==> src/rtl/machina_pkg.sv <==
// Shared framing definitions for the unpack/pack pair: state encoding and default sync byte.
package machina_pkg;

  typedef enum logic [1:0] {
    HUNT = 2'd0,
    LEN  = 2'd1,
    DATA = 2'd2,
    CHK  = 2'd3
  } frame_state_t;

  localparam logic [7:0] SYNC_DEFAULT = 8'hA5;

endpackage

==> src/rtl/unpack_sum.sv <==
// 8-bit wrapping running sum; zero flags that adding the current byte would wrap the sum to 0.
module unpack_sum (
  input  logic       clk,
  input  logic       rst,
  input  logic       clr,
  input  logic       add,
  input  logic [7:0] dat,
  output logic [7:0] sum,
  output logic       zero
);

  // clr together with add seeds the sum with dat, which is how the length byte starts it
  always_ff @(posedge clk) begin
    if (rst) begin
      sum <= 8'h00;
    end else if (clr) begin
      sum <= add ? dat : 8'h00;
    end else if (add) begin
      sum <= sum + dat;
    end
  end

  assign zero = ((sum + dat) == 8'h00);

endmodule

==> src/rtl/unpack.sv <==
// Frame decoder: SYNC, length N, N little-endian WIDTH-bit words, optional checksum byte.
// Define UNPACK_CHECKSUM_EN to add the CHK byte, running sum and err pulse.
module unpack
  import machina_pkg::*;
#(
  parameter int         WIDTH = 16,
  parameter logic [7:0] SYNC  = SYNC_DEFAULT
) (
  input  logic             clk,
  input  logic             rst,
  input  logic             in_stb,
  input  logic [7:0]       in_dat,
  output logic             in_rdy,
  output logic             out_stb,
  output logic [WIDTH-1:0] out_dat,
  output logic             out_lst,
  input  logic             out_rdy,
  output logic             err
);

  localparam int BYTES = WIDTH / 8;
  localparam int IW    = (BYTES > 1) ? $clog2(BYTES) : 1;
  localparam logic [IW-1:0] LAST_IDX = IW'(BYTES - 1);

`ifdef UNPACK_CHECKSUM_EN
  localparam frame_state_t AFTER_FRAME = CHK;
`else
  localparam frame_state_t AFTER_FRAME = HUNT;
`endif

  frame_state_t     state, state_nx;
  logic [7:0]       n;
  logic [7:0]       wcnt;
  logic [IW-1:0]    bidx;
  logic [WIDTH-1:0] part;
  logic [WIDTH-1:0] word;
  logic             acc;
  logic             word_done;
  logic             last;

  assign in_rdy    = (state == DATA) ? ~out_stb : 1'b1;
  assign acc       = in_stb & in_rdy;
  assign word_done = (state == DATA) && acc && (bidx == LAST_IDX);
  assign last      = (wcnt == n - 8'd1);

  // The final byte of a word bypasses the partial register straight into the top lane
  always_comb begin
    word = part;
    word[WIDTH-1 -: 8] = in_dat;
  end

  always_ff @(posedge clk) begin
    if (rst) begin
      state <= HUNT;
    end else begin
      state <= state_nx;
    end
  end

  always_comb begin
    state_nx = state;
    case (state)
      HUNT: if (acc && (in_dat == SYNC)) state_nx = LEN;
      LEN:  if (acc) state_nx = (in_dat != 8'd0) ? DATA : AFTER_FRAME;
      DATA: if (word_done && last) state_nx = AFTER_FRAME;
      CHK:  if (acc) state_nx = HUNT;
      default: state_nx = HUNT;
    endcase
  end

  // Word assembly and output register; a pending word blocks DATA bytes via in_rdy
  always_ff @(posedge clk) begin
    if (rst) begin
      out_stb <= 1'b0;
      out_dat <= '0;
      out_lst <= 1'b0;
      n       <= 8'd0;
      wcnt    <= 8'd0;
      bidx    <= '0;
      part    <= '0;
    end else begin
      if (out_stb && out_rdy) begin
        out_stb <= 1'b0;
      end
      if ((state == LEN) && acc) begin
        n    <= in_dat;
        wcnt <= 8'd0;
        bidx <= '0;
      end
      if ((state == DATA) && acc) begin
        if (bidx == LAST_IDX) begin
          out_dat <= word;
          out_stb <= 1'b1;
          out_lst <= last;
          wcnt    <= wcnt + 8'd1;
          bidx    <= '0;
        end else begin
          for (int k = 0; k < BYTES; k++) begin
            if (bidx == IW'(k)) part[8*k +: 8] <= in_dat;
          end
          bidx <= bidx + IW'(1);
        end
      end
    end
  end

`ifdef UNPACK_CHECKSUM_EN
  logic [7:0] sum;
  logic       sum_zero;

  unpack_sum u_sum (
    .clk  (clk),
    .rst  (rst),
    .clr  ((state == LEN) && acc),
    .add  (acc && ((state == LEN) || (state == DATA))),
    .dat  (in_dat),
    .sum  (sum),
    .zero (sum_zero)
  );

  always_ff @(posedge clk) begin
    if (rst) begin
      err <= 1'b0;
    end else begin
      err <= (state == CHK) && acc && !sum_zero;
    end
  end
`else
  assign err = 1'b0;
`endif

endmodule

==> config.mk <==
export PLATFORM = sky130hd
export DESIGN_NAME = unpack
export DESIGN_NICKNAME = d
export VERILOG_FILES = /design/src/rtl/machina_pkg.sv /design/src/rtl/unpack_sum.sv /design/src/rtl/unpack.sv
export SDC_FILE = /design/constraint.sdc
export NUM_CORES = 1
export LEC_CHECK = 0
export ABC_CLOCK_PERIOD_IN_PS = 2100
export BUFFER_PORTS_ARGS = -buffer_cell sky130_fd_sc_hd__buf_2
export CAP_MARGIN = 20
export CORE_ASPECT_RATIO = 1.25
export CORE_MARGIN = 2
export CORE_UTILIZATION = 35
export CTS_BUF_LIST = sky130_fd_sc_hd__clkbuf_4 sky130_fd_sc_hd__clkbuf_8
export DETAILED_ROUTE_END_ITERATION = 16
export GPL_TIMING_DRIVEN = 0
export SYNTH_ARGS = -nofsm -noshare
export SYNTH_HDL_FRONTEND = slang
export SYNTH_SLANG_ARGS = --single-unit
==> constraint.sdc <==
create_clock -name clk -period 2.1 [get_ports clk]
set_input_delay 0.21 -clock clk [delete_from_list [all_inputs] [get_ports clk]]
set_output_delay 0.21 -clock clk [all_outputs]
set_load 0.005 [all_outputs]
==> impl_metrics.tcl <==
set metrics [dict create \
    dpl.cell_count 346 \
    critPathArrivalTime_ps 2150 \
    clock_sinks 45 \
    cp-end-kind "flop" \
    critical_path.slowest_cell "or3_4" \
    grt_overflow 0 \
    syn_area_per_cell_um2 8.12 \
    slew_headroom_pct 55.9 \
    ys.warnings.count 0 \
    cp_top_family "simple AND/OR/NAND/NOR gates" \
    fin_crit_sh_pct 93.2 \
    hold_slack_ps 173 \
    drtPass1Iterations 4 \
    synth.net_count 265 \
    cts_setup_buffers 0 \
    core-area_um2 5700 \
    nNetsFinal 299 \
    drcViolationCount 0 \
    hold_class "in -> reg" \
    hold_violations 0 \
    dieArea_um2 6450 \
    critPathLaunchType "flop" \
    path_class "reg -> reg" \
    critPathBufInv 0 \
    grt_pass1_vias 1654 \
    setup_viol 0 \
    die_height_um 89.3 \
    routed_wl_mm 4.79 \
    ys_seq_area_share_pct 44.2 \
    drt-vias-per-instance 5.05 \
    vias 1777 \
    die_w_um 72.3 \
    num_rows 31 \
    cp_cell_sequence "or3_1 -> or3_4 -> a2111oi_4 -> o211ai_1 -> a31o_1" \
    fin_setup_tns_ps 0 \
    r2r_cells 5 \
    worstMarginPinSlew_ps 655 \
    clock_tree.root_cell "clkbuf_8" \
    layout-drive-gt1-share_pct 17.1 \
    maxCapViolCount 0 \
    port_buffers 29 \
    ys_ff_latch 45 \
    status "complete, no violations" \
    layout.cells.non_filler 352 \
    antenna_found_initial 0 \
    drv_slew 0 \
    cp.required_ps 2300 \
    grt_first_pass_wirelength_mm 8.06 \
    netlist_instances 251 \
    critPathMaxFanout 4 \
    timing.fmax_mhz 511 \
    path_clk_slew_ps 80 \
    numCtsBuffers 5 \
    gp_congestion 0.759 \
    cp.depth 5 \
    clk_latency_ps 300 \
    synth.distinct_cells 40 \
    powerDensity_nw_per_um2 659 \
    synthesis.area_um2 2040 \
    leakage_uw 0.000976 \
    io_pins 32 \
    grt_max_degree 15 \
    finClkSkew_ps 8.51 \
    tritoncts "done" \
    cts_buffer_depth 2 \
    grtUsageTotal_pct 16.3 \
    finalCriticalPeriod_ps 1960 \
    htreeDepth 2 \
    cp_slowest_stage_delay_ps 400 \
    holdPathStages 3 \
    drt_iter0_markers 59 \
    place.detailed.hpwl_mm 3.61 \
    start_util_pct 35.7 \
    placed_cell_area_um2 2270 \
    num_antenna_cells 0 \
    rsz0062_at_grt "no" \
    vdd_drop_max_uv 340 \
    wl_per_cell_um 13.6 \
    finalPower_uw 1580 \
    drt.antenna.violating_nets 0 \
    stdcell_area_um2 2400 \
    syn2layout_area_growth_pct 17.7 \
    hold_buffers 0 \
]
==> area by class of cell <==
| cell class | instances | area [µm²] |
|---|---|---|
| fill | 598 | 3300 |
| sequential | 45 | 905 |
| timing repair buffer | 29 | 145 |
| clock buffer | 6 | 82.6 |
| tap | 66 | 82.6 |
| inverter | 3 | 11.3 |
| multi-input combinational | 187 | 1070 |
| clock inverter | 2 | 37.5 |
| buffer | 14 | 60.1 |
==> tightest hold or removal path, cell delays in order <==
cell,delay [ps]
buf_2,70
nand2b_1,90
a21oi_1,60
==> where the power goes <==
part           total [µW]  switching, µW  leakage (µW)  internal [µW]
Combinational        49.9           34.2      0.000555           15.7
Clock                 679            292     0.0000574            387
Sequential            853          0.255      0.000364            852
==> flip-flops by register name, indices dropped and copies added (netlist names) <==
name / flops
out_stb: 1
out_dat: 16
bidx: 1
out_lst: 1
part: 8
wcnt: 8
n: 8
state: 2
==> final timing paths <==
path / slack [ps] / start / to
worst min-delay path: 170 / out_rdy / out_stb
worst max-delay path: 140 / n[4] / state[1]
worst max register to register: 140 / n[4] / state[1]
worst min register to register: 460 / out_dat[5] / out_dat[5]
==> what timing repair did <==
| item | CTS | global route |
|---|---|---|
| endpoints found under the hold margin | 0 | 0 |
| gates cloned | 0 | 0 |
| gates resized for setup | 2 | 5 |
| endpoints found under the setup margin | 11 | 11 |
| pin swaps | 0 | 3 |
==> layer usage <==
metal / vias to the layer above / global-route usage, % / share of wire [%] / wire length [µm]
met4: 0 / 7.38 / 2.4 / 115
met2: 22 / 28.9 / 51 / 2450
li1: 911 / - / - / -
met3: 8 / 2.48 / 1.5 / 71
met5: - / 0 / 0 / 0
met1: 836 / 19.2 / 45 / 2150
==> Yosys cell counts, drive strengths merged <==
master	n	area share [%]
a22oi	1	0.37
and4	1	0.43
or3	3	1.2
buf	4	1.0
nand2b	2	0.61
o21a	2	0.74
nand2	62	11
dfxtp	45	44
o31ai	1	0.37
conb	1	0.18
nor3b	2	0.74
nor4bb	1	0.49
clkbuf	12	2.2
a31oi	1	0.31
a21o	2	0.74
a211o	1	0.43
a2111oi	1	1.4
and2	2	0.61
nor4	3	0.92
mux2	2	1.1
nand3	3	0.74
and3	2	0.61
o21ai	3	0.74
o211ai	1	0.37
nor2	14	2.6
nor3	6	1.5
nor2b	6	1.8
a21oi	31	7.6
inv	3	0.55
or2	1	0.31
a31o	1	0.43
ha	2	1.2
xor2	6	2.6
o21bai	2	0.74
nand4	6	1.8
mux2i	8	3.9
xnor2	7	3.0
==> cell usage in the layout, fill, tap and decap left out, types with 3 or more instances in the layout <==
| cell type | instances |
|---|---|
| nand4_1 | 6 |
| inv_1 | 3 |
| xor2_1 | 6 |
| nor4_1 | 3 |
| dfxtp_2 | 3 |
| nor3_1 | 6 |
| o21ai_0 | 3 |
| mux2i_1 | 8 |
| nand3_1 | 3 |
| dfxtp_1 | 42 |
| nor2b_1 | 6 |
| buf_2 | 31 |
| xnor2_1 | 7 |
| clkbuf_1 | 9 |
| nor2_1 | 14 |
| a21oi_1 | 31 |
| clkbuf_8 | 6 |
| nand2_1 | 62 |
==> through the flow <==
stage	setup WS [ps]	util, %
after CTS	14.0	41.9
after floorplan	167	-
after global routing	20.4	42.1
after detailed placement	-121	39.7
final	143	42.1
after global placement	-78.4	39.7
==> logic make-up (layout without fill, tap and decap cells) <==
family	Yosys count	after routing	synth area share (%)
other	1	1	0.184
flip-flops	45	45	44.2
XOR/XNOR	13	13	5.59
adder cells (fa/ha/maj)	2	2	1.23
AND/OR/NAND/NOR	114	114	25.8
buffers and inverters	19	54	3.81
multiplexers	10	10	5.03
AO/OA/AOI/OAI	47	47	14.2
(Power assumes the default switching activity.)
